**config.mk**
```make
export PLATFORM = sky130hd
export DESIGN_NAME = fetch_unit
export DESIGN_NICKNAME = d
export VERILOG_FILES = /design/src/rtl/fetch_unit.sv
export SDC_FILE = /design/constraint.sdc
export NUM_CORES = 1
export LEC_CHECK = 0
export ABC_CLOCK_PERIOD_IN_PS = 2300
export BUFFER_PORTS_ARGS = -buffer_cell sky130_fd_sc_hd__buf_2
export CAP_MARGIN = 20
export CELL_PAD_IN_SITES_DETAIL_PLACEMENT = 1
export CELL_PAD_IN_SITES_GLOBAL_PLACEMENT = 2
export CORE_ASPECT_RATIO = 1.75
export CORE_MARGIN = 2
export CORE_UTILIZATION = 24
export CTS_BUF_LIST = sky130_fd_sc_hd__clkbuf_16
export CTS_CLUSTER_SIZE = 20
export DETAILED_ROUTE_END_ITERATION = 16
export PLACE_DENSITY_LB_ADDON = 0.08
export SYNTH_ARGS = -nofsm -noshare
export SYNTH_HDL_FRONTEND = slang
export SYNTH_SLANG_ARGS = --single-unit
```
**constraint.sdc**
```tcl
create_clock -name CLK -period 2.3 [get_ports CLK]
set_input_delay 0.46 -clock CLK [delete_from_list [all_inputs] [get_ports CLK]]
set_output_delay 0.46 -clock CLK [all_outputs]
set_load 0.01 [all_outputs]
```
**src/rtl/fetch_unit.sv**
```systemverilog
// fetch_unit: instruction fetch stage. It owns the PC and requests instruction words
// from instruction memory. Each word is handed to the IF/ID latch. If the latch
// stalls, one word is parked in a buffer and the unit stops issuing requests until
// the latch can take it.
//
// Ports
//   CLK          clock, all state updates on the rising edge
//   nRST         synchronous, active-high reset
//   ihit/iload   memory response valid / instruction word
//   stall        IF/ID latch cannot accept this cycle
//   redirect_en  taken branch/jump; redirect_pc is the new PC (bits [1:0] ignored)
//   halt         stop fetching until reset
//   imemREN      memory read request (FETCH only)
//   imemaddr     fetch address (= pc)
//   instr_out    instruction presented to IF/ID (0 when no load strobe)
//   npc_out      pc+4 of the presented instruction (0 when no load strobe)
//   ifid_enable  IF/ID load strobe
//   flush        IF/ID clear strobe
//   fetch_count  instructions delivered since reset, wraps at 16 bits
module fetch_unit #(
  parameter logic [31:0] PC_INIT = 32'h0000_0000
) (
  input  logic        CLK,
  input  logic        nRST,
  input  logic        ihit,
  input  logic [31:0] iload,
  input  logic        stall,
  input  logic        redirect_en,
  input  logic [31:0] redirect_pc,
  input  logic        halt,
  output logic        imemREN,
  output logic [31:0] imemaddr,
  output logic [31:0] instr_out,
  output logic [31:0] npc_out,
  output logic        ifid_enable,
  output logic        flush,
  output logic [15:0] fetch_count
);

  localparam int unsigned AW = 32;
  localparam int unsigned CW = 16;

  typedef enum logic [1:0] {
    FETCH  = 2'd0,
    HOLD   = 2'd1,
    HALTED = 2'd2
  } state_t;

  state_t        state;
  logic [AW-1:0] pc;
  logic [AW-1:0] instr_buf;
  logic [CW-1:0] count;
  logic [AW-1:0] pc_plus4;
  logic [AW-1:0] target;
  logic          deliver_fetch;
  logic          deliver_hold;

  // pc+4 wraps naturally modulo 2^32; the target is forced word aligned
  assign pc_plus4      = pc + AW'(4);
  assign target        = redirect_pc & ~AW'(3);
  assign deliver_fetch = (state == FETCH) && ihit && !stall;
  assign deliver_hold  = (state == HOLD) && !stall;

  // State, PC, parked-instruction buffer and delivery counter
  always_ff @(posedge CLK) begin
    if (nRST) begin
      state     <= FETCH;
      pc        <= PC_INIT;
      instr_buf <= '0;
      count     <= '0;
    end else if (halt) begin
      state <= HALTED;
    end else begin
      case (state)
        FETCH: begin
          if (redirect_en) begin
            pc <= target;
          end else if (ihit && stall) begin
            instr_buf <= iload;
            state     <= HOLD;
          end else if (ihit) begin
            pc    <= pc_plus4;
            count <= count + CW'(1);
          end
        end
        HOLD: begin
          if (redirect_en) begin
            pc        <= target;
            instr_buf <= '0;
            state     <= FETCH;
          end else if (!stall) begin
            pc    <= pc_plus4;
            count <= count + CW'(1);
            state <= FETCH;
          end
        end
        default: ;  // HALTED: only reset leaves
      endcase
    end
  end

  // IF/ID strobes and payload respond within the cycle; halt masks everything
  always_comb begin
    ifid_enable = 1'b0;
    flush       = 1'b0;
    instr_out   = '0;
    npc_out     = '0;
    if (!nRST && !halt && (state != HALTED)) begin
      if (redirect_en) begin
        flush = 1'b1;
      end else if (deliver_fetch) begin
        ifid_enable = 1'b1;
        instr_out   = iload;
        npc_out     = pc_plus4;
      end else if (deliver_hold) begin
        ifid_enable = 1'b1;
        instr_out   = instr_buf;
        npc_out     = pc_plus4;
      end
    end
  end

  // Memory-side outputs and the counter read as zero while reset is held
  assign imemREN     = !nRST && (state == FETCH);
  assign imemaddr    = nRST ? '0 : pc;
  assign fetch_count = nRST ? '0 : count;

endmodule

```
==> impl_results.html, run 1 <==
<table>
<tr><th>Metric</th><th>Value</th></tr>
<tr><th colspan="2">Clock tree</th></tr>
<tr><td>TritonCTS clock tree</td><td>yes</td></tr>
<tr><td>Clock tree root driver cell</td><td>sky130_fd_sc_hd__clkbuf_16</td></tr>
<tr><td>Clk pin slew, worst setup/hold paths</td><td>around 60 ps</td></tr>
<tr><td>Number of clock sinks seen by CTS</td><td>80</td></tr>
<tr><td>Level count of the clock H-tree</td><td>3</td></tr>
<tr><td>Clock buffer depth</td><td>2</td></tr>
<tr><td>Skew-Pair Late Insertion Delay</td><td>roughly 340 ps</td></tr>
<tr><td>TritonCTS Buffers</td><td>9</td></tr>
<tr><td>Total of hold buffers inserted after clock tree synthesis</td><td>0</td></tr>
<tr><th colspan="2">Detailed routing</th></tr>
<tr><td>Routed length per instance</td><td>about 20 um</td></tr>
<tr><td>Vias per std cell</td><td>around 5.2</td></tr>
<tr><td>Iter 0 DRT Violations</td><td>187</td></tr>
<tr><td>Number of remaining DRC errors</td><td>0</td></tr>
<tr><td>DRT Wirelength</td><td>between 20 and 25 mm</td></tr>
<tr><td>Metal1 wirelength</td><td>8.532 mm</td></tr>
<tr><td>Number of iterations in the first detailed-routing pass</td><td>4</td></tr>
<tr><td>Uppermost metal layer occupied by signal nets</td><td>met4</td></tr>
<tr><td>Detailed-route via count</td><td>6300</td></tr>
<tr><td>Antenna Nets Post-Route</td><td>0</td></tr>
<tr><td>Amount of wire on met2 after detailed routing</td><td>~14 mm</td></tr>
<tr><td>Routed length on met3</td><td>964 um</td></tr>
<tr><th colspan="2">Synthesis</th></tr>
<tr><td>Cell Area, Synth</td><td>0.005129 mm^2</td></tr>
<tr><td>Predominant post-synthesis flop cell</td><td>sky130_fd_sc_hd__dfxtp_1</td></tr>
<tr><td>Proportion of synthesized chip area in sequential cells</td><td>0.3123</td></tr>
<tr><td>Number of enable-type register cells in the synthesized netlist</td><td>0</td></tr>
<tr><td>Number of register bits inferred by synthesis</td><td>80</td></tr>
<tr><td>Number of different library cells in the post-synthesis netlist</td><td>between 60 and 70</td></tr>
<tr><td>Async SR Flop Fraction</td><td>0</td></tr>
<tr><td>Synth Instances</td><td>about 700</td></tr>
<tr><td>Synthesized area divided by synthesized cell count</td><td>~7.3 um^2</td></tr>
<tr><td>Warning count from the yosys run</td><td>0</td></tr>
<tr><th colspan="2">Power and ir drop</th></tr>
<tr><td>Combinational Power Share</td><td>0.171</td></tr>
<tr><td>Maximum vdd drop</td><td>roughly 240 uV</td></tr>
<tr><td>Portion of total power attributed to the clock network</td><td>0.443</td></tr>
<tr><td>Total Power</td><td>roughly 3800 uW</td></tr>
<tr><td>Leakage power</td><td>about 0.0036 uW</td></tr>
<tr><td>Net switching power figure</td><td>slightly above 1000 uW</td></tr>
<tr><td>Internal power contribution</td><td>roughly 2800 uW</td></tr>
<tr><td>Power density normalized to cell area</td><td>440.7 mW/mm^2</td></tr>
<tr><td>Flop pwr share</td><td>0.385</td></tr>
<tr><td>Share of total power consumed by net switching</td><td>0.2723</td></tr>
<tr><th colspan="2">Setup path</th></tr>
<tr><td>Crit-path slowest cell</td><td>sky130_fd_sc_hd__or4_4</td></tr>
<tr><td>Buffer and inverter count on the worst path</td><td>1</td></tr>
<tr><td>Delay of the slowest cell on the worst path</td><td>around 560 ps</td></tr>
<tr><td>RR Startpoint</td><td>pc[15]</td></tr>
<tr><td>Series of cell instances along the critical path</td><td>and4_4 &gt; nand4_1 &gt; or4_4 &gt; xor2_1 &gt; nor2_1 &gt; buf_2</td></tr>
<tr><td>Largest delay share family, worst path</td><td>simple AND/OR/NAND/NOR gates</td></tr>
<tr><td>Arrival time of data at the critical path endpoint</td><td>~2100 ps</td></tr>
<tr><td>Required time at the worst-slack endpoint</td><td>1840 ps</td></tr>
<tr><td>Type of element capturing the critical path</td><td>output port</td></tr>
<tr><td>Startpoint type of the worst setup path</td><td>register</td></tr>
<tr><td>Setup Crit Path Kind</td><td>register to output port</td></tr>
<tr><td>Maximum fanout count along the critical path</td><td>3</td></tr>
<tr><td>Critical Path Source</td><td>pc[12]</td></tr>
<tr><th colspan="2">Global routing</th></tr>
<tr><td>Largest net degree at the start of global routing</td><td>74</td></tr>
<tr><td>Sum of overflow across all layers after global routing</td><td>0</td></tr>
<tr><td>First-pass GRT wire length</td><td>around 35 mm</td></tr>
<tr><td>Vias in the first global route</td><td>roughly 6600</td></tr>
<tr><td>Initial antenna violation count</td><td>1</td></tr>
<tr><td>Total global routing track utilization</td><td>0.1986</td></tr>
<tr><th colspan="2">Worst hold path</th></tr>
<tr><td>Path class of the lowest-slack min-delay path</td><td>primary input to register</td></tr>
<tr><td>Hold wc startpoint</td><td>halt</td></tr>
<tr><th colspan="2">Timing</th></tr>
<tr><td>Clk_skew</td><td>roughly 6.3 ps</td></tr>
<tr><td>Unrepaired setup endpoints after global routing</td><td>yes</td></tr>
<tr><td>Setup-failing EPs final</td><td>31</td></tr>
<tr><td>Max-slew violation count</td><td>0</td></tr>
<tr><td>Final setup slack of the worst path</td><td>-275.0 ps</td></tr>
<tr><td>Max Clk Rate</td><td>roughly 0.39 GHz</td></tr>
<tr><td>Final Hold Vio Count</td><td>0</td></tr>
<tr><td>Hold_ws</td><td>~370 ps</td></tr>
<tr><td>Final period demand of the worst path</td><td>~2600 ps</td></tr>
<tr><td>Part of the cycle the worst path needs</td><td>1.120</td></tr>
<tr><th colspan="2">Placed design</th></tr>
<tr><td>Port buffer count</td><td>approximately 180</td></tr>
<tr><td>Detailed-placement wirelength estimate</td><td>approximately 16 mm</td></tr>
<tr><td>Routability cong.</td><td>approximately 0.84</td></tr>
<tr><td>Worst Setup Slack post-DPL</td><td>17.16 ps</td></tr>
<tr><td>Instance count after placement with tap cells included</td><td>approximately 1100</td></tr>
<tr><th colspan="2">Run status</th></tr>
<tr><td>Violations in the final reports</td><td>negative setup slack</td></tr>
<tr><td>Outcome</td><td>finished with violations</td></tr>
<tr><th colspan="2">Cells and area</th></tr>
<tr><td>Leading cell types in the layout, fill and taps excluded</td><td>159 x sky130_fd_sc_hd__buf_2, 115 x sky130_fd_sc_hd__nor2_1, 92 x sky130_fd_sc_hd__buf_4</td></tr>
<tr><td>Fillers</td><td>between 2000 and 3000</td></tr>
<tr><td>Number of cells in the finished layout apart from fillers</td><td>around 1200</td></tr>
<tr><td>Commonest non-fill, non-tap cell in the layout</td><td>sky130_fd_sc_hd__buf_2</td></tr>
<tr><td># nets final</td><td>around 1000</td></tr>
<tr><td>Area delta synth-&gt;final</td><td>68.65%</td></tr>
<tr><td>Share of cells above drive strength 1</td><td>0.4870</td></tr>
<tr><td>Utilization after layout</td><td>0.4132</td></tr>
<tr><th colspan="2">Floorplan</th></tr>
<tr><td>Ports placed on the boundary</td><td>185</td></tr>
<tr><td>Area enclosed by the die boundary</td><td>~0.023 mm^2</td></tr>
<tr><td>Floorplan die height</td><td>approximately 200 um</td></tr>
<tr><td>X dimension of the die</td><td>approximately 110 um</td></tr>
<tr><td>Core box area</td><td>between 0.02 and 0.025 mm^2</td></tr>
<tr><td>Starting density of the core</td><td>0.2450</td></tr>
<tr><td>Total number of placement rows</td><td>70</td></tr>
<tr><th colspan="2">Flow run</th></tr>
<tr><td>Maximum capacitance violations</td><td>0</td></tr>
</table>
sequential cells by signal (all words and copies together) (netlist names):
signal,cells
pc,30
state,2
count,16
instr_buf,32
final timing paths:
| kind | endpoint | slack, ps | depth (start not counted) |
|---|---|---|---|
| worst max-delay path | npc_out[27] | -280 | 6 |
| worst max register to register | pc[28] | 170 | 7 |
| worst min-delay path | state[0] | 370 | 2 |
| worst min register to register | instr_buf[29] | 520 | 2 |
repair_timing:
item,CTS,global route
pin swaps,28,90
buffers inserted,26,22
cloned,2,4
gates resized for setup,89,139
setup endpoints to repair,59,58
layout make-up:
type | count | area (um^2) | area share
diodes | 1 | 2.502 | 0.0002893
clock buffers | 9 | 225.2 | 0.02604
clock inverters | 7 | 120.1 | 0.01389
inverters | 9 | 33.78 | 0.003906
multi-input cells | 545 | 3936 | 0.4551
flip-flops and latches | 80 | 1644 | 0.1901
well taps | 252 | 315.3 | 0.03645
repair buffers | 315 | 2372 | 0.2743
synthesized netlist by cell type, types with 2 or more instances:
cell type                   instances  share of area
sky130_fd_sc_hd__and4_1             7          0.012
sky130_fd_sc_hd__a22oi_1           70           0.10
sky130_fd_sc_hd__clkbuf_1          45          0.033
sky130_fd_sc_hd__mux2i_1            7          0.014
sky130_fd_sc_hd__o22ai_1            2         0.0024
sky130_fd_sc_hd__a31oi_1            8         0.0098
sky130_fd_sc_hd__a21oi_1           25          0.024
sky130_fd_sc_hd__mux2_2             2         0.0044
sky130_fd_sc_hd__o2bb2ai_1          2         0.0034
sky130_fd_sc_hd__nand4_1           15          0.018
sky130_fd_sc_hd__and3_1            13          0.016
sky130_fd_sc_hd__nor2b_1           44          0.054
sky130_fd_sc_hd__dfxtp_1           80           0.31
sky130_fd_sc_hd__buf_1              4         0.0029
sky130_fd_sc_hd__nand3b_1           3         0.0044
sky130_fd_sc_hd__o31ai_1            7          0.010
sky130_fd_sc_hd__nand2_1           41          0.030
sky130_fd_sc_hd__or4_1              3         0.0044
sky130_fd_sc_hd__a22o_1             7          0.012
sky130_fd_sc_hd__nor3_1            14          0.014
sky130_fd_sc_hd__nor2_1           137           0.10
sky130_fd_sc_hd__nand2b_1           3         0.0037
sky130_fd_sc_hd__or3_1              4         0.0049
sky130_fd_sc_hd__o21ai_0           24          0.023
sky130_fd_sc_hd__xor2_1            22          0.038
sky130_fd_sc_hd__clkbuf_2           4         0.0039
sky130_fd_sc_hd__buf_2              9         0.0088
sky130_fd_sc_hd__nor4_1            12          0.015
sky130_fd_sc_hd__ha_1               2         0.0049
sky130_fd_sc_hd__a211oi_1           3         0.0044
sky130_fd_sc_hd__nand3_1           21          0.020
sky130_fd_sc_hd__xnor2_1           16          0.027
sky130_fd_sc_hd__inv_1              9         0.0066
sky130_fd_sc_hd__buf_4              6         0.0088
cells by family (layout without fill, tap and decap cells):
logic type | count (synthesis) | in the layout | synth area share
multiplexers | 9 | 9 | 0.01805
other | 1 | 5 | 0.0007312
flip-flops | 80 | 80 | 0.3123
adder cells (fa/ha/maj) | 2 | 2 | 0.004878
AO/OA/AOI/OAI | 163 | 163 | 0.2169
XOR/XNOR | 38 | 38 | 0.06489
buffers and inverters | 77 | 340 | 0.06392
AND/OR/NAND/NOR | 329 | 329 | 0.3184
power groups by stage:
stage,Combinational (uW),Clock (uW),Sequential (uW)
2_1_floorplan,291,0,1480
3_3_place_gp,527,0,1490
3_5_place_dp,540,0,1490
4_1_cts,573,1740,1460
5_1_grt,713,1780,1470
6_report,653,1690,1470
metrics by stage:
step / instance area (um^2) / TNS, ps
2_1_floorplan: 5149 / 0
3_3_place_gp: 6808 / 0
3_5_place_dp: 6808 / 0
4_1_cts: 7747 / -2845
5_1_grt: 8647 / -6298
6_report: 8650 / -2566
metal layers:
| layer | vias to the layer above | GRT usage |
|---|---|---|
| li1 | 2992 | - |
| met1 | 3129 | 0.2037 |
| met2 | 148 | 0.3914 |
| met3 | 31 | 0.03498 |
| met4 | 0 | 0.06865 |
| met5 | - | 0 |
worst register-to-register path: stages (launching register included):
cell and delay [ps]:
sky130_fd_sc_hd__dfxtp_4 370, sky130_fd_sc_hd__and4_4 250, sky130_fd_sc_hd__buf_6 100, sky130_fd_sc_hd__nand3_2 70
sky130_fd_sc_hd__or4_4 560, sky130_fd_sc_hd__buf_4 160, sky130_fd_sc_hd__or4_1 400, sky130_fd_sc_hd__a31oi_1 160
Note: power is estimated with default switching activity, not from simulation.
==> run 2, diff against run 1 <==
--- a/config.mk
+++ b/config.mk
@@ -5,14 +5,14 @@
 export SDC_FILE = /design/constraint.sdc
 export NUM_CORES = 1
 export LEC_CHECK = 0
-export ABC_CLOCK_PERIOD_IN_PS = 2300
+export ABC_CLOCK_PERIOD_IN_PS = 2900
 export BUFFER_PORTS_ARGS = -buffer_cell sky130_fd_sc_hd__buf_2
 export CAP_MARGIN = 20
 export CELL_PAD_IN_SITES_DETAIL_PLACEMENT = 1
 export CELL_PAD_IN_SITES_GLOBAL_PLACEMENT = 2
 export CORE_ASPECT_RATIO = 1.75
 export CORE_MARGIN = 2
-export CORE_UTILIZATION = 24
+export CORE_UTILIZATION = 27
 export CTS_BUF_LIST = sky130_fd_sc_hd__clkbuf_16
 export CTS_CLUSTER_SIZE = 20
 export DETAILED_ROUTE_END_ITERATION = 16
==> constraint.sdc (replaced) <==
create_clock -name CLK -period 2.9 [get_ports CLK]
set_input_delay 0.58 -clock CLK [delete_from_list [all_inputs] [get_ports CLK]]
set_output_delay 0.58 -clock CLK [all_outputs]
set_load 0.01 [all_outputs]
==> run 2 against run 1 <==
Net effect: the run now ends clean; largest cell class unchanged; critical path depth grew 1; clock power shrank 22%; non-clock buffer count shrank 91; critical path type unchanged; register-to-register slack gained 590 ps; first-iteration DRC count shrank 3.2%; core utilization shrank 4.7 points; die area shrank 11%; sequential power shrank 20%; cell area shrank 21%; largest power group unchanged; cell count shrank 8.7%.
==> impl_results.html, run 2 (synthesized netlist as in run 1, its figures left out) <==
<table>
<tr><th>Metric</th><th>Value</th></tr>
<tr><th colspan="2">Clock tree</th></tr>
<tr><td>TritonCTS clock tree</td><td>yes</td></tr>
<tr><td>Level count of the clock H-tree</td><td>3 (unchanged)</td></tr>
<tr><td>Clock tree root driver cell</td><td>sky130_fd_sc_hd__clkbuf_16</td></tr>
<tr><td>Clk pin slew, worst setup/hold paths</td><td>60 ps (about the same)</td></tr>
<tr><td>Skew-Pair Late Insertion Delay</td><td>350 ps (about the same)</td></tr>
<tr><td>Clock buffer depth</td><td>2 (unchanged)</td></tr>
<tr><td>Post-CTS Repair Setup Buffers</td><td>0 (-100%)</td></tr>
<tr><td>Number of clock sinks seen by CTS</td><td>80 (unchanged)</td></tr>
<tr><td>TritonCTS Buffers</td><td>9 (unchanged)</td></tr>
<tr><th colspan="2">Worst hold path</th></tr>
<tr><td>Path class of the lowest-slack min-delay path</td><td>primary input to register</td></tr>
<tr><td>Hold wc startpoint</td><td>halt</td></tr>
<tr><th colspan="2">Cells and area</th></tr>
<tr><td>Regs by FF count</td><td>instr_buf: 32 flops, pc: 30 flops, count: 16 flops</td></tr>
<tr><td>Max reg flops</td><td>32 (unchanged)</td></tr>
<tr><td>Fillers</td><td>2370 (-5.3%)</td></tr>
<tr><td>Register with the most flip-flops</td><td>instr_buf</td></tr>
<tr><td># nets final</td><td>941 (-8.8%)</td></tr>
<tr><td>Final design area excluding fillers</td><td>0.006798 mm^2 (-21%)</td></tr>
<tr><td>Sequential cell area</td><td>0.001622 mm^2 (-1.4%)</td></tr>
<tr><td>Multi-input logic area</td><td>0.003257 mm^2 (-17%)</td></tr>
<tr><td>Area delta synth-&gt;final</td><td>32.54%</td></tr>
<tr><td>Number of antenna repair diodes</td><td>0 (-1)</td></tr>
<tr><td>Commonest non-fill, non-tap cell in the layout</td><td>sky130_fd_sc_hd__buf_2</td></tr>
<tr><td>Leading cell types in the layout, fill and taps excluded</td><td>177 x sky130_fd_sc_hd__buf_2, 136 x sky130_fd_sc_hd__nor2_1, 70 x sky130_fd_sc_hd__a22oi_1</td></tr>
<tr><td>Share of cells above drive strength 1</td><td>0.3124 (-0.1747)</td></tr>
<tr><th colspan="2">Timing</th></tr>
<tr><td>Max Clk Rate</td><td>around 0.35 GHz</td></tr>
<tr><td>Unrepaired setup endpoints after global routing</td><td>no</td></tr>
<tr><td>Total negative slack for setup checks</td><td>0 ps (+2566 ps)</td></tr>
<tr><td>Final period demand of the worst path</td><td>between 2000 and 3000 ps</td></tr>
<tr><td>Worst slew pin tran</td><td>572.4 ps</td></tr>
<tr><td>Final Hold Vio Count</td><td>0 (unchanged)</td></tr>
<tr><td>Worst slew margin relative to its limit</td><td>0.6184</td></tr>
<tr><td>Max-slew violation count</td><td>0 (unchanged)</td></tr>
<tr><td>Part of the cycle the worst path needs</td><td>0.9738</td></tr>
<tr><td>Hold_ws</td><td>499.1 ps (+125.4 ps)</td></tr>
<tr><td>Setup-failing EPs final</td><td>0 (-100%)</td></tr>
<tr><td>Clk_skew</td><td>6.630 ps (+0.3208 ps)</td></tr>
<tr><th colspan="2">Setup path</th></tr>
<tr><td>Critical Path Source</td><td>pc[2]</td></tr>
<tr><td>RR Startpoint</td><td>pc[2]</td></tr>
<tr><td>Maximum fanout count along the critical path</td><td>6 (+3)</td></tr>
<tr><td>Required time at the worst-slack endpoint</td><td>2320 ps (+480 ps)</td></tr>
<tr><td>Reg2Reg Setup Slack</td><td>760 ps (+590 ps)</td></tr>
<tr><td>Startpoint type of the worst setup path</td><td>register</td></tr>
<tr><td>Crit-path slowest cell</td><td>sky130_fd_sc_hd__or4_4</td></tr>
<tr><td>Capture point of the critical path</td><td>npc_out[28]</td></tr>
<tr><td>Type of element capturing the critical path</td><td>output port</td></tr>
<tr><td>Reg2reg path depth</td><td>6 (-1)</td></tr>
<tr><td>Delay of the slowest cell on the worst path</td><td>590 ps (+30 ps)</td></tr>
<tr><td>Series of cell instances along the critical path</td><td>ha_2 &gt; and3_4 &gt; nand2_2 &gt; or4_4 &gt; xor2_1 &gt; nor2_1 &gt; buf_2</td></tr>
<tr><td>Reg2reg end</td><td>pc[28]</td></tr>
<tr><td>Arrival time of data at the critical path endpoint</td><td>2240 ps (+120 ps)</td></tr>
<tr><td>Setup Crit Path Kind</td><td>register to output port</td></tr>
<tr><th colspan="2">Global routing</th></tr>
<tr><td>Met3 usage</td><td>0.03423 (-0.0007502)</td></tr>
<tr><td>First-pass GRT wire length</td><td>31.72 mm (-11%)</td></tr>
<tr><td>Largest net degree at the start of global routing</td><td>73 (-1.4%)</td></tr>
<tr><td>Met2 routing resource usage after global routing</td><td>0.3800 (-0.01139)</td></tr>
<tr><td>Initial antenna violation count</td><td>0 (-1)</td></tr>
<tr><td>GRT busiest layer</td><td>met2</td></tr>
<tr><td>Vias in the first global route</td><td>6111 (-8.0%)</td></tr>
<tr><td>Total global routing track utilization</td><td>0.1964 (-0.002149)</td></tr>
<tr><td>Met1 usage</td><td>0.2092 (+0.005544)</td></tr>
<tr><td>Sum of overflow across all layers after global routing</td><td>0 (unchanged)</td></tr>
<tr><th colspan="2">Detailed routing</th></tr>
<tr><td>Antenna Nets Post-Route</td><td>0 (unchanged)</td></tr>
<tr><td>Iter 0 DRT Violations</td><td>181 (-3.2%)</td></tr>
<tr><td>Number of remaining DRC errors</td><td>0 (unchanged)</td></tr>
<tr><td>Detailed-route via count</td><td>5785 (-8.2%)</td></tr>
<tr><td>Routed length per instance</td><td>17.88 um (-8.3%)</td></tr>
<tr><td>DRT Wirelength</td><td>19.88 mm (-16%)</td></tr>
<tr><td>Vias per std cell</td><td>5.202 (+0.58%)</td></tr>
<tr><td>Number of iterations in the first detailed-routing pass</td><td>6 (+2)</td></tr>
<tr><th colspan="2">Flow run</th></tr>
<tr><td>Maximum capacitance violations</td><td>0 (unchanged)</td></tr>
<tr><th colspan="2">Floorplan</th></tr>
<tr><td>Ports placed on the boundary</td><td>185 (unchanged)</td></tr>
<tr><td>Starting density of the core</td><td>0.2760 (+0.03102)</td></tr>
<tr><td>Total number of placement rows</td><td>66 (-5.7%)</td></tr>
<tr><td>X dimension of the die</td><td>108.2 um (-5.5%)</td></tr>
<tr><td>Core box area</td><td>0.01858 mm^2 (-11%)</td></tr>
<tr><td>Area enclosed by the die boundary</td><td>0.02016 mm^2 (-11%)</td></tr>
<tr><td>Floorplan die height</td><td>186.3 um (-5.6%)</td></tr>
<tr><th colspan="2">Placed design</th></tr>
<tr><td>Detailed-placement wirelength estimate</td><td>14.66 mm (-10%)</td></tr>
<tr><td>Port buffer count</td><td>178 (unchanged)</td></tr>
<tr><td>Routability cong.</td><td>0.7980 (-4.9%)</td></tr>
<tr><td>Area after detailed placement</td><td>0.006410 mm^2 (-5.8%)</td></tr>
<tr><th colspan="2">Run status</th></tr>
<tr><td>Outcome</td><td>complete, no violations</td></tr>
<tr><th colspan="2">Power and ir drop</th></tr>
<tr><td>Leakage power</td><td>0.002812 uW (-23%)</td></tr>
<tr><td>Power density normalized to cell area</td><td>421.6 mW/mm^2 (-4.3%)</td></tr>
<tr><td>Maximum vdd drop</td><td>292.0 uV (+22%)</td></tr>
</table>
run 2: final cells by class:
cell class	count	area share
clock buffer	9	0.03313
clock inverter	7	0.01638
inverter	9	0.004970
multi-input combinational	545	0.4791
sequential	80	0.2385
tap	238	0.04381
timing repair buffer	224	0.1841
run 2: where the power goes:
part	switching [uW]	internal (uW)	total, uW
Sequential	41.1	1130	1170
Combinational	222	151	374
Clock	485	836	1320
run 2: layer usage:
layer / vias up / routed length (um)
met5: - / 0
met4: 0 / 350
met3: 17 / 872
met2: 127 / 10900
met1: 2834 / 7758
li1: 2807 / -
run 2: what timing repair did:
| item | in CTS | in global routing |
|---|---|---|
| hold buffers | 0 | 0 |
| gates resized for setup | 6 | 18 |
| endpoints found under the setup margin | 5 | 9 |
run 2: stage by stage:
step                setup WS, ps  std cells    util  total power, uW
floorplan                  233.1        702       -             1406
global placement           304.6       1096  0.3450             1561
detailed placement         266.2       1096  0.3450             1572
CTS                        14.75       1112  0.3635             2915
global route              0.7605       1112  0.3659             2995
finish                     75.99       1112  0.3659             2866
run 2: critical path, delay by kind of cell, from the launching register on:
kind	cells	cell delay (ps)
XOR/XNOR	1	160
adder cells (fa/ha/maj)	1	210
buffers and inverters	1	140
flip-flops	1	380
AND/OR/NAND/NOR	4	1000
run 2: how the worst min path moves through the flow:
| stage | cells past startpoint | to |
|---|---|---|
| 2_1_floorplan | 2 | instr_buf[31] |
| 3_3_place_gp | 2 | instr_buf[19] |
| 3_5_place_dp | 2 | instr_buf[19] |
| 5_1_grt | 2 | state[0] |
| 6_report | 2 | state[0] |
| 4_1_cts | 2 | state[0] |
==> run 3, diff against run 2 <==
==> constraint.sdc (replaced) <==
create_clock -name CLK -period 2.9 [get_ports CLK]
set_input_delay 0.58 -clock CLK [delete_from_list [all_inputs] [get_ports CLK]]
set_output_delay 0.58 -clock CLK [all_outputs]
set_load 0.005 [all_outputs]
==> run 3 against run 2 <==
Net effect: total power down 7.1%; clock power down 15%; die area is the same; worst hold slack got worse by 7.7 ps; clock skew increased by 3.0 ps; cell count unchanged; clock-buffer cell count did not move; cell area is 0.98% lower; register-to-register slack hardly changed; routed wire length is 0.74% higher; sequential power is essentially flat; combinational power is 2% lower; critical endpoint is now npc_out[27].
==> impl_results.html, run 3 (synthesized netlist as in run 1, its figures left out) <==
<table>
<tr><th>Metric</th><th>Value</th></tr>
<tr><th colspan="2">Run status</th></tr>
<tr><td>Outcome</td><td>complete, no violations</td></tr>
<tr><th colspan="2">Timing</th></tr>
<tr><td>Setup-failing EPs final</td><td>0 (unchanged)</td></tr>
<tr><td>Max Clk Rate</td><td>0.3550 GHz (+0.25%)</td></tr>
<tr><td>Max-slew violation count</td><td>0 (unchanged)</td></tr>
<tr><td>Total negative slack for setup checks</td><td>0 ps (unchanged)</td></tr>
<tr><td>Clk_skew</td><td>9.645 ps (+3.016 ps)</td></tr>
<tr><td>Final period demand of the worst path</td><td>2817 ps (-7.003 ps)</td></tr>
<tr><td>Worst slew margin relative to its limit</td><td>0.6497 (+0.03126)</td></tr>
<tr><td>Part of the cycle the worst path needs</td><td>0.9714 (-0.002415)</td></tr>
<tr><td>Unrepaired setup endpoints after global routing</td><td>yes</td></tr>
<tr><td>Worst slew pin tran</td><td>525.5 ps (-46.89 ps)</td></tr>
<tr><td>Final Hold Vio Count</td><td>0 (unchanged)</td></tr>
<tr><th colspan="2">Worst hold path</th></tr>
<tr><td>Hold path cells</td><td>2 (unchanged)</td></tr>
<tr><td>Worst-case hold path end point</td><td>state[0]</td></tr>
<tr><td>Hold wc startpoint</td><td>halt</td></tr>
<tr><td>Path class of the lowest-slack min-delay path</td><td>primary input to register</td></tr>
<tr><th colspan="2">Placed design</th></tr>
<tr><td>Port buffer count</td><td>178 (unchanged)</td></tr>
<tr><td>Routability cong.</td><td>0.7951 (-0.36%)</td></tr>
<tr><td>Detailed-placement wirelength estimate</td><td>14.66 mm (about the same)</td></tr>
<tr><th colspan="2">Setup path</th></tr>
<tr><td>Reg2Reg Setup Slack</td><td>770 ps (about the same)</td></tr>
<tr><td>Maximum fanout count along the critical path</td><td>8 (+2)</td></tr>
<tr><td>Setup Crit Path Kind</td><td>register to output port</td></tr>
<tr><td>Startpoint type of the worst setup path</td><td>register</td></tr>
<tr><td>Reg2reg path depth</td><td>5 (-1)</td></tr>
<tr><td>RR Startpoint</td><td>pc[22]</td></tr>
<tr><td>Type of element capturing the critical path</td><td>output port</td></tr>
<tr><td>Reg2reg end</td><td>pc[28]</td></tr>
<tr><td>Arrival time of data at the critical path endpoint</td><td>2240 ps (about the same)</td></tr>
<tr><td>Required time at the worst-slack endpoint</td><td>2320 ps (about the same)</td></tr>
<tr><th colspan="2">Clock tree</th></tr>
<tr><td>Skew-Pair Late Insertion Delay</td><td>350 ps (about the same)</td></tr>
<tr><td>TritonCTS Buffers</td><td>9 (unchanged)</td></tr>
<tr><td>Clk pin slew, worst setup/hold paths</td><td>60 ps (about the same)</td></tr>
<tr><td>TritonCTS clock tree</td><td>yes</td></tr>
<tr><td>Level count of the clock H-tree</td><td>3 (unchanged)</td></tr>
<tr><td>Clock tree root driver cell</td><td>sky130_fd_sc_hd__clkbuf_16</td></tr>
<tr><td>Clock buffer depth</td><td>2 (unchanged)</td></tr>
<tr><td>Number of clock sinks seen by CTS</td><td>80 (unchanged)</td></tr>
<tr><th colspan="2">Floorplan</th></tr>
<tr><td>Core box area</td><td>0.01858 mm^2 (unchanged)</td></tr>
<tr><td>Total number of placement rows</td><td>66 (unchanged)</td></tr>
<tr><td>Area enclosed by the die boundary</td><td>0.02016 mm^2 (unchanged)</td></tr>
<tr><td>X dimension of the die</td><td>108.2 um (unchanged)</td></tr>
<tr><td>Starting density of the core</td><td>0.2760 (unchanged)</td></tr>
<tr><td>Floorplan die height</td><td>186.3 um (unchanged)</td></tr>
<tr><td>Ports placed on the boundary</td><td>185 (unchanged)</td></tr>
<tr><th colspan="2">Detailed routing</th></tr>
<tr><td>Detailed-route via count</td><td>5785 (unchanged)</td></tr>
<tr><td>Number of iterations in the first detailed-routing pass</td><td>4 (-2)</td></tr>
<tr><td>Routed length per instance</td><td>18.01 um (+0.74%)</td></tr>
<tr><td>DRT Wirelength</td><td>20.03 mm (+0.74%)</td></tr>
<tr><td>Vias per std cell</td><td>5.202 (unchanged)</td></tr>
<tr><td>Iter 0 DRT Violations</td><td>205 (+13%)</td></tr>
<tr><td>Number of remaining DRC errors</td><td>0 (unchanged)</td></tr>
<tr><td>Antenna Nets Post-Route</td><td>0 (unchanged)</td></tr>
<tr><th colspan="2">Global routing</th></tr>
<tr><td>First-pass GRT wire length</td><td>32.06 mm (+1.1%)</td></tr>
<tr><td>Total global routing track utilization</td><td>0.2008 (+0.004351)</td></tr>
<tr><td>Vias in the first global route</td><td>6174 (+1.0%)</td></tr>
<tr><td>Largest net degree at the start of global routing</td><td>74 (+1.4%)</td></tr>
<tr><td>Sum of overflow across all layers after global routing</td><td>0 (unchanged)</td></tr>
<tr><td>Initial antenna violation count</td><td>0 (unchanged)</td></tr>
<tr><th colspan="2">Cells and area</th></tr>
<tr><td>Regs by FF count</td><td>instr_buf: 32 flops, pc: 30 flops, count: 16 flops</td></tr>
<tr><td>Share of cells above drive strength 1</td><td>0.3055 (-0.006865)</td></tr>
<tr><td># nets final</td><td>941 (unchanged)</td></tr>
<tr><td>Register with the most flip-flops</td><td>instr_buf</td></tr>
<tr><td>Number of antenna repair diodes</td><td>0 (unchanged)</td></tr>
<tr><td>Max reg flops</td><td>32 (unchanged)</td></tr>
<tr><td>Fillers</td><td>2361 (-0.38%)</td></tr>
<tr><td>Multi-input logic area</td><td>0.003248 mm^2 (-0.27%)</td></tr>
<tr><td>Commonest non-fill, non-tap cell in the layout</td><td>sky130_fd_sc_hd__buf_2</td></tr>
<tr><td>Area delta synth-&gt;final</td><td>31.25%</td></tr>
<tr><td>Sequential cell area</td><td>0.001620 mm^2 (about the same)</td></tr>
<tr><td>Leading cell types in the layout, fill and taps excluded</td><td>177 x sky130_fd_sc_hd__buf_2, 136 x sky130_fd_sc_hd__nor2_1, 70 x sky130_fd_sc_hd__a22oi_1</td></tr>
<tr><th colspan="2">Flow run</th></tr>
<tr><td>Maximum capacitance violations</td><td>0 (unchanged)</td></tr>
<tr><th colspan="2">Power and ir drop</th></tr>
<tr><td>Maximum vdd drop</td><td>225.3 uV (-23%)</td></tr>
<tr><td>Power density normalized to cell area</td><td>395.5 mW/mm^2 (-6.2%)</td></tr>
<tr><td>Total Power</td><td>2662 uW (-7.1%)</td></tr>
<tr><td>Leakage power</td><td>0.002791 uW (-0.73%)</td></tr>
</table>
-- run 3: cell types whose count changed in the layout (fill, tap and decap cells not counted), sizes merged --
cell	before	now
inv	10	11
clkinv	3	4
bufinv	3	1
-- run 3: final cells by class --
| type | instances | area share |
|---|---|---|
| Sequential cell | 80 | 0.2407 |
| Timing Repair Buffer | 224 | 0.1859 |
| Multi-Input combinational cell | 545 | 0.4825 |
| Clock inverter | 7 | 0.008178 |
| Inverter | 9 | 0.005019 |
| Tap cell | 238 | 0.04424 |
| Clock buffer | 9 | 0.03346 |
-- run 3: layer usage --
layer,GRT usage,up-vias,share of wire
met2,0.3776,155,0.54
met4,0.06953,0,0.024
met3,0.04122,25,0.049
met5,0,-,0
li1,-,2810,-
met1,0.2160,2795,0.39
-- run 3: worst max-delay path by stage --
| stage | start | end |
|---|---|---|
| 6_report | pc[22] | npc_out[27] |
| 5_1_grt | pc[22] | npc_out[27] |
| 4_1_cts | pc[25] | npc_out[27] |
| 3_5_place_dp | pc[2] | npc_out[24] |
| 3_3_place_gp | pc[2] | npc_out[24] |
| 2_1_floorplan | halt | npc_out[22] |
-- run 3: worst max-delay path: stages (launching register included) --
cell and delay (ps):
sky130_fd_sc_hd__dfxtp_2 410, sky130_fd_sc_hd__nand4_1 200, sky130_fd_sc_hd__or2_4 310, sky130_fd_sc_hd__or4_1 590
sky130_fd_sc_hd__xor2_1 170, sky130_fd_sc_hd__nor2_1 90, sky130_fd_sc_hd__buf_2 120
-- run 3: report_power, final --
| group | switching (uW) | internal (uW) |
|---|---|---|
| logic | 214 | 152 |
| clock network | 472 | 652 |
| registers | 41.6 | 1130 |
-- run 3: stage by stage --
stage	worst slack, ps	cells	util	area [um^2]	hold slack (ps)
detailed placement	263.4	1093	0.3438	6387	488.7
floorplan	294.8	702	-	5140	465.7
global route	-38.58	1112	0.3623	6731	496.9
finish	83.00	1112	0.3623	6731	491.4
global placement	312.4	1093	0.3438	6387	479.1
CTS	12.35	1109	0.3595	6679	480.7
-- run 3: timing repair --
item,CTS,global route
hold buffers,0,0
gates resized for setup,8,12
setup endpoints to repair,9,9
setup buffers,0,3
